### config.mk
export PLATFORM = sky130hd
export DESIGN_NAME = id_stage
export DESIGN_NICKNAME = d
export VERILOG_FILES = /design/src/rtl/id_pkg.sv /design/src/rtl/imm_gen.sv /design/src/rtl/id_stage.sv
export SDC_FILE = /design/constraint.sdc
export NUM_CORES = 1
export LEC_CHECK = 0
export CORE_AREA = 8 8 221 223
export CTS_BUF_LIST = sky130_fd_sc_hd__clkbuf_4
export DETAILED_ROUTE_END_ITERATION = 7
export DIE_AREA = 0 0 229 231
export PLACE_DENSITY = 0.58
export SETUP_SLACK_MARGIN = 0.2
export SYNTH_ARGS = -nofsm -noshare
export SYNTH_HDL_FRONTEND = slang
export SYNTH_HIERARCHICAL = 1
export SYNTH_SLANG_ARGS = --single-unit
### constraint.sdc
create_clock -name clk -period 14.69 [get_ports clk]
set_input_delay 2.938 -clock clk [delete_from_list [all_inputs] [get_ports clk]]
set_output_delay 2.938 -clock clk [all_outputs]
set_load 0.05 [all_outputs]
### src/rtl/id_pkg.sv
// Shared decode definitions for the LEGv8 ID stage: operation enum, opcode
// constants, zero-register index and the opcode matcher.
package id_pkg;

  localparam logic [4:0] XZR = 5'd31;

  typedef enum logic [2:0] {
    OP_NOP  = 3'd0,
    OP_ADD  = 3'd1,
    OP_SUB  = 3'd2,
    OP_AND  = 3'd3,
    OP_ORR  = 3'd4,
    OP_LDUR = 3'd5,
    OP_STUR = 3'd6,
    OP_CBZ  = 3'd7
  } op_t;

  localparam logic [10:0] OPC_ADD  = 11'b100_0101_1000;
  localparam logic [10:0] OPC_SUB  = 11'b110_0101_1000;
  localparam logic [10:0] OPC_AND  = 11'b100_0101_0000;
  localparam logic [10:0] OPC_ORR  = 11'b101_0101_0000;
  localparam logic [10:0] OPC_LDUR = 11'b111_1100_0010;
  localparam logic [10:0] OPC_STUR = 11'b111_1100_0000;
  localparam logic [7:0]  OPC_CBZ  = 8'b1011_0100;

  // OP_NOP is not encodable, so it doubles as the "not decoded" result.
  function automatic op_t decode_op(input logic [31:0] instr);
    op_t op;
    op = OP_NOP;
    if      (instr[31:21] == OPC_ADD)  op = OP_ADD;
    else if (instr[31:21] == OPC_SUB)  op = OP_SUB;
    else if (instr[31:21] == OPC_AND)  op = OP_AND;
    else if (instr[31:21] == OPC_ORR)  op = OP_ORR;
    else if (instr[31:21] == OPC_LDUR) op = OP_LDUR;
    else if (instr[31:21] == OPC_STUR) op = OP_STUR;
    else if (instr[31:24] == OPC_CBZ)  op = OP_CBZ;
    return op;
  endfunction

endpackage

### src/rtl/imm_gen.sv
// Immediate generator: sign-extends the D-format imm9 or CB-format imm19
// field selected by the decoded operation; zero for everything else.
module imm_gen
  import id_pkg::*;
#(
  parameter int N = 64
) (
  input  logic [31:0]  instr,
  input  op_t          op,
  output logic [N-1:0] imm
);

  // NOTE: every always_comb output gets a default first so no path can infer a latch.
  always_comb begin
    imm = '0;
    case (op)
      OP_LDUR, OP_STUR: imm = {{(N-9){instr[20]}}, instr[20:12]};
      // CBZ offset stays in words; EX does the <<2.
      OP_CBZ:           imm = {{(N-19){instr[23]}}, instr[23:5]};
      default:          imm = '0;
    endcase
  end

endmodule

### src/rtl/id_stage.sv
// LEGv8 decode / operand-fetch stage with load-use stall and flush handling.
// Optional macro ID_WB_BYPASS_EN forwards same-cycle writeback data into the operands.
module id_stage
  import id_pkg::*;
#(
  parameter int N = 64
) (
  input  logic         clk,
  input  logic         reset,
  input  logic         if_valid,
  input  logic [31:0]  if_instr,
  input  logic [N-1:0] if_pc,
  output logic         id_stall,
  input  logic         flush,
  output logic [4:0]   ra1,
  output logic [4:0]   ra2,
  input  logic [N-1:0] rd1,
  input  logic [N-1:0] rd2,
  input  logic         wb_we,
  input  logic [4:0]   wb_wa,
  input  logic [N-1:0] wb_wd,
  output logic         ex_valid,
  output logic [N-1:0] ex_pc,
  output logic [2:0]   ex_op,
  output logic [N-1:0] ex_a,
  output logic [N-1:0] ex_b,
  output logic [N-1:0] ex_imm,
  output logic [4:0]   ex_rd,
  output logic         ex_memread,
  output logic         ex_illegal
);

  op_t          dec_op;
  logic         dec_illegal;
  logic         uses_ra2;
  logic         writes_rd;
  logic [4:0]   dec_rd;
  logic [N-1:0] dec_imm;
  logic [N-1:0] opnd_a;
  logic [N-1:0] opnd_b;
  logic         bypass_a;
  logic         bypass_b;
  logic         hz;
  op_t          ex_op_q;

  assign dec_op      = decode_op(if_instr);
  assign dec_illegal = (dec_op == OP_NOP);

  always_comb begin
    uses_ra2  = 1'b0;
    writes_rd = 1'b0;
    case (dec_op)
      OP_ADD, OP_SUB, OP_AND, OP_ORR: begin
        uses_ra2  = 1'b1;
        writes_rd = 1'b1;
      end
      OP_LDUR:         writes_rd = 1'b1;
      OP_STUR, OP_CBZ: uses_ra2  = 1'b1;
      default: ;
    endcase
  end

  assign ra1    = if_instr[9:5];
  assign ra2    = (dec_op == OP_STUR || dec_op == OP_CBZ) ? if_instr[4:0] : if_instr[20:16];
  assign dec_rd = writes_rd ? if_instr[4:0] : XZR;

  imm_gen #(.N(N)) u_imm_gen (
    .instr (if_instr),
    .op    (dec_op),
    .imm   (dec_imm)
  );

`ifdef ID_WB_BYPASS_EN
  assign bypass_a = wb_we && (wb_wa == ra1) && (wb_wa != XZR);
  assign bypass_b = wb_we && uses_ra2 && (wb_wa == ra2) && (wb_wa != XZR);
  logic unused_bits;
  assign unused_bits = ^if_instr[11:10];
`else
  assign bypass_a = 1'b0;
  assign bypass_b = 1'b0;
  logic unused_bits;
  assign unused_bits = ^{if_instr[11:10], wb_we, wb_wa, wb_wd};
`endif

  // The zero register always reads as 0, whatever the regfile returns.
  always_comb begin
    opnd_a = (ra1 == XZR) ? '0 : rd1;
    opnd_b = (ra2 == XZR) ? '0 : rd2;
    if (bypass_a) opnd_a = wb_wd;
    if (bypass_b) opnd_b = wb_wd;
  end

  // Illegal encodings never stall: they read nothing meaningful.
  assign hz = if_valid && ex_valid && ex_memread && (ex_rd != XZR) && !dec_illegal &&
              ((ex_rd == ra1) || (uses_ra2 && (ex_rd == ra2)));
  assign id_stall = hz && !flush && !reset;

  // NOTE: state registers use non-blocking assignments so all of them update together at the edge.
  always_ff @(posedge clk) begin
    if (reset) begin
      ex_valid   <= 1'b0;
      ex_pc      <= '0;
      ex_op_q    <= OP_NOP;
      ex_a       <= '0;
      ex_b       <= '0;
      ex_imm     <= '0;
      ex_rd      <= XZR;
      ex_memread <= 1'b0;
      ex_illegal <= 1'b0;
    end else if (flush || hz || !if_valid) begin
      // Bubble: only control fields are cleared; data fields are ignored while ex_valid=0.
      ex_valid   <= 1'b0;
      ex_op_q    <= OP_NOP;
      ex_rd      <= XZR;
      ex_memread <= 1'b0;
      ex_illegal <= 1'b0;
    end else begin
      ex_valid   <= 1'b1;
      ex_pc      <= if_pc;
      ex_op_q    <= dec_op;
      ex_a       <= opnd_a;
      ex_b       <= opnd_b;
      ex_imm     <= dec_imm;
      ex_rd      <= dec_rd;
      ex_memread <= (dec_op == OP_LDUR);
      ex_illegal <= dec_illegal;
    end
  end

  assign ex_op = ex_op_q;

endmodule

# Yosys cells after proc, flatten, opt, wreduce, memory -nomap -nowiden
# Index checks and enable logic that the tools add are counted.
[classes] n_eq_ne=19 muxes=14 reduce_logical=22 n_bitwise=1
[ops] op="$mux W64" count=2
[ops] op="$pmux W64 S2" count=1
[ops] op="$eq A11 B11 Y1 const B" count=6
[ops] op="$mux W3" count=7
[ops] op="$eq A3 B3 Y1 const B" count=4
[ops] op="$eq A5 B5 Y1" count=2
[ops] op="$eq A5 B5 Y1 const B" count=2
[ops] op="$eq A8 B8 Y1 const B" count=1
[ops] op="$logic_and A1 B1 Y1" count=8
[ops] op="$eq A3 B2 Y1 const B" count=2
[ops] op="$reduce_or A6 Y1" count=1
[ops] op="$mux W5" count=1
[ops] op="$ne A5 B5 Y1 const B" count=1
[ops] op="$reduce_or A5 Y1" count=1
[ops] op="$logic_not A1 Y1" count=4
[ops] op="$logic_or A1 B1 Y1" count=4
[ops] op="$reduce_or A2 Y1" count=2
[ops] op="$eq A3 B1 Y1 const B" count=1
[ops] op="$logic_not A3 Y1" count=1
[ops] op="$mux W1" count=3
[ops] op="$reduce_or A3 Y1" count=1
[ops] op="$not A1 Y1" count=1
[totals] word_cells=65 ff_bits=267 output_inout_bits=278 inputBits=298

# Depth between registers and ports, before layout
[depth] ltp_word=18 depth_mapped=11 ltp_nobuf=8

# By module
# The synthesis kept the hierarchy.
[by_module_without_submodules] module="id_stage" cells_each=1267 area_each_um2=12613.3 instances=1 seq_area_each_um2=5345.1
[by_module_without_submodules] module="imm_gen" cells_each=101 area_each_um2=721.9 instances=1 seq_area_each_um2=0.0

# Least setup slack after synthesis
# OpenSTA, ideal clock, no wires.
[synth_timing] path_kind="input port to output port" start="input if_instr[26]" end="output id_stall" required_time_ps=11752 arrival_time_ps=5431 path_stages=7 setup_slack_ps=6321 cell_sequence="or4b_1 -> o22ai_1 -> a2bb2oi_1 -> a31oi_2 -> o21ai_4 -> clkbuf_1 -> nor3_1"
[synth_between] elab_chain_cells=17
[synth_rtl] item="start: declaration" line_no="id_stage.sv:11" source="input logic [31:0] if_instr,"
[synth_rtl] item="$eq A8 B8 Y1" line_no="id_pkg.sv:36" source="else if (instr[31:24] == OPC_CBZ) op = OP_CBZ;"
[synth_rtl] item="$mux W3" line_no="id_pkg.sv:36"
[synth_rtl] item="$mux W3" line_no="id_pkg.sv:35" source="else if (instr[31:21] == OPC_STUR) op = OP_STUR;"
[synth_rtl] item="$mux W3" line_no="id_pkg.sv:34" source="else if (instr[31:21] == OPC_LDUR) op = OP_LDUR;"
[synth_rtl] item="$mux W3" line_no="id_pkg.sv:33" source="else if (instr[31:21] == OPC_ORR) op = OP_ORR;"
[synth_rtl] item="$mux W3" line_no="id_pkg.sv:32" source="else if (instr[31:21] == OPC_AND) op = OP_AND;"
[synth_rtl] item="$mux W3" line_no="id_pkg.sv:31" source="else if (instr[31:21] == OPC_SUB) op = OP_SUB;"
[synth_rtl] item="$mux W3 *" line_no="id_pkg.sv:30" source="if (instr[31:21] == OPC_ADD) op = OP_ADD;"
[synth_rtl] item="$eq A3 B3 Y1" line_no="id_stage.sv:52, id_stage.sv:64"
[synth_rtl] item="$logic_or A1 B1 Y1" line_no="id_stage.sv:64" source="assign ra2 = (dec_op == OP_STUR || dec_op == OP_CBZ) ? if_instr[4:0] : if_instr[20:16];"
[synth_rtl] item="$mux W5" line_no="id_stage.sv:64"
[synth_rtl] item="$eq A5 B5 Y1" line_no="id_stage.sv:95" source="((ex_rd == ra1) || (uses_ra2 && (ex_rd == ra2)));"
[synth_rtl] item="$logic_and A1 B1 Y1" line_no="id_stage.sv:95"
[synth_rtl] item="$logic_or A1 B1 Y1" line_no="id_stage.sv:95"
[synth_rtl] item="$logic_and A1 B1 Y1 *" line_no="id_stage.sv:94" source="assign hz = if_valid && ex_valid && ex_memread && (ex_rd != XZR) && !dec_illegal &&"
[synth_rtl] item="$logic_and A1 B1 Y1 * (2 in a row)" line_no="id_stage.sv:96" source="assign id_stall = hz && !flush && !reset;"
[synth_rtl] item="end: declaration" line_no="id_stage.sv:13" source="output logic id_stall,"
# Every way passes the cells marked *; elsewhere a longest branch is shown, timed or not.

# Worst setup path in the final report
[layout_timing] start="input if_instr[30]" end="output id_stall"
# The elaborated chain is that of the path after synthesis.

==> flow_summary.json <==
{
  "outcome": "finished, final reports clean",
  "clock-sinks": 267,
  "fin_skew_ns": 0.0231,
  "final_common_cell": "clkdlybuf4s50_1",
  "min_period_over_period_pct": 62.8,
  "cts_tree": "built",
  "syn_area_um2": 13300,
  "num_rows": 78,
  "slew_headroom_pct": 17.3,
  "viasPerCell": 4.83,
  "ys.warnings.count": 6,
  "cts_hold_buffers": 0,
  "core_area_um2": 45100,
  "grt_usage_pct": 16.9,
  "dr.pass1.iters": 6,
  "cp.arrival_ns": 6.29,
  "layout.nets": 2071,
  "timing.fmax_mhz": 108,
  "synth_cells": 1368,
  "tightestPinTransition_ns": 1.24,
  "min_period_ns": 9.23,
  "dp_hpwl_mm": 31.9,
  "drc": 0,
  "crit_fanout": 262,
  "ant_nets": 0,
  "finalHoldViolations": 0,
  "worst_setup_path_end_kind": "primary output",
  "tns_ns": 0,
  "ys_ff_latch": 267,
  "postSynthAreaPerCell_um2": 9.75,
  "ioPinCount": 576,
  "setup_violations": 0,
  "power_density_nw_per_um2": 93.8,
  "grt_pass1_wl_mm": 71.7,
  "setup_slack_ns": 5.46,
  "syn2layout_area_growth_pct": 43.7,
  "worstHoldPathType": "reg2reg",
  "port_buffers": 505,
  "clkSlewWorstSetupHoldPaths_ns": 0.06,
  "place_congestion": 0.817,
  "die_y_um": 231,
  "syn_nets": 1666,
  "p_leak_nw": 7.21,
  "ys_seq_area_share_pct": 40.1,
  "grt_max_degree": 263,
  "grt_pass1_vias": 11765,
  "drt_wl_total_mm": 46.9,
  "crit_type": "in2out",
  "htree_num_levels": 3,
  "cp-start-kind": "input pin",
  "cts_buffer_depth": 3,
  "synth_area_leaders": "dfxtp_1 40%, o32ai_2 15%, o21a_1 7.3%",
  "postCtsSetupBuffers": 0,
  "cp.required_ns": 11.75,
  "dr.first_iter.drc_count": 805,
  "die_area_um2": 52900,
  "instances_no_fill": 2432,
  "fillers": 4430,
  "dp_cells": 2292,
  "clkLatencyLatePin_ns": 0.75,
  "synth_top_cell_by_area": "dfxtp_1",
  "synth_cell_type_count": 50,
  "initial_utilization_pct": 29.6,
  "post_drt_wl_per_cell_um": 19.3,
  "holdWs_ns": 0.471,
  "numCtsBuffers": 79,
  "final_layout_size_suffix_gt1_share_pct": 15.1,
  "grt_antenna_before_repair": 9,
  "synth_top_area_share_pct": 40.1,
  "vdd_drop_max_uv": 53.0,
  "rsz0062_at_grt": "no",
  "cts_root_buf": "clkbuf_4",
  "post_cts_resized": 0,
  "vias": 11756,
  "slew_violations": 0,
  "dp_slack_ns": 5.36,
  "max_cap_violations": 0,
  "final_util_pct": 42.5,
  "layout_common_cells": "504 x clkdlybuf4s50_1, 267 x dfxtp_1, 132 x nand3_1, 132 x and3_1, 130 x inv_1",
  "overflow": 0,
  "dieWidth_um": 229
}
==> cell type report <==
cell class / instances / area [µm²] / area share, %
clock inverters: 15 / 82.6 / 0.431
inverters: 131 / 494 / 2.58
repair buffers: 521 / 5190 / 27.1
flip-flops and latches: 267 / 5350 / 27.9
clock buffers: 118 / 886 / 4.62
multi-input cells: 773 / 6400 / 33.4
well taps: 600 / 751 / 3.92
diodes: 7 / 17.5 / 0.0914
==> logic make-up after synthesis <==
family	after synthesis	synth area share, %
XOR/XNOR	17	1.12
flip-flops	267	40.1
AO/OA/AOI/OAI	421	31.6
multiplexers	19	1.47
buffers and inverters	328	12.3
AND/OR/NAND/NOR	316	13.4
==> final timing paths <==
check	from	end	slack [ns]	depth (start not counted)
worst max-delay path	if_instr[30]	id_stall	5.46	9
worst min-delay path	ex_b[4]	ex_b[4]	0.47	2
worst max register to register	ex_rd[4]	ex_a[33]	9.99	9
worst min register to register	ex_b[4]	ex_b[4]	0.47	2
==> synthesized netlist by cell type (all sizes together) <==
cell     count
nand3      132
a21oi        5
nor2         6
or4b         1
o21ai       13
o22ai        6
mux2         5
mux2i       14
nand4        2
a211oi       5
nor3         5
nor2b        2
or4bb        1
o32ai      128
nand2       16
nor4b        2
nand4b       2
inv        131
o21a       129
nand2b       2
a21boi     128
o2111ai      1
xnor2        7
and4         2
buf        103
clkbuf      94
a311oi       2
a2111oi      1
dfxtp      267
and2         1
xor2        10
a2bb2oi      1
and3       132
nor4         1
a31oi        2
nor3b        3
or3b         1
or2          5
==> power by group <==
part           internal (mW)  switching (mW)  total, mW
clock                  0.380           0.325      0.705
sequential             0.750          0.0122      0.762
combinational          0.134           0.195      0.329
==> layer usage <==
metal  up-vias  global-route usage (%)  wire, µm
met3        61                    7.97      4670
met4         4                    6.89       849
met5         -                       0        34
li1       5732                       -         -
met1      5554                    20.1     20000
met2       405                    25.9     21400
==> metrics by stage <==
| stage | total power [mW] | area (µm²) |
|---|---|---|
| detailed placement | 1.11 | 18200 |
| floorplan | 0.969 | 13300 |
| global route | 1.90 | 19200 |
| CTS | 1.84 | 19100 |
| global placement | 1.11 | 18200 |
| finish | 1.80 | 19200 |
==> critical path, cell delays in order <==
cell and delay, ns:
clkdlybuf4s50_1 0.51, or3b_1 0.47, o22ai_2 0.23, nand2_1 0.39
a31oi_2 0.33, o21ai_4 0.09, buf_12 0.24, nor3_1 0.21
clkdlybuf4s50_1 0.89
==> registers in the layout, summed over array words and instances (netlist names) <==
name / flops
ex_a: 64
ex_b: 64
ex_imm: 64
ex_pc: 64
ex_rd: 5
ex_op: 3
ex_illegal: 1
ex_memread: 1
ex_valid: 1
Power figures use the tool's default switching activity.
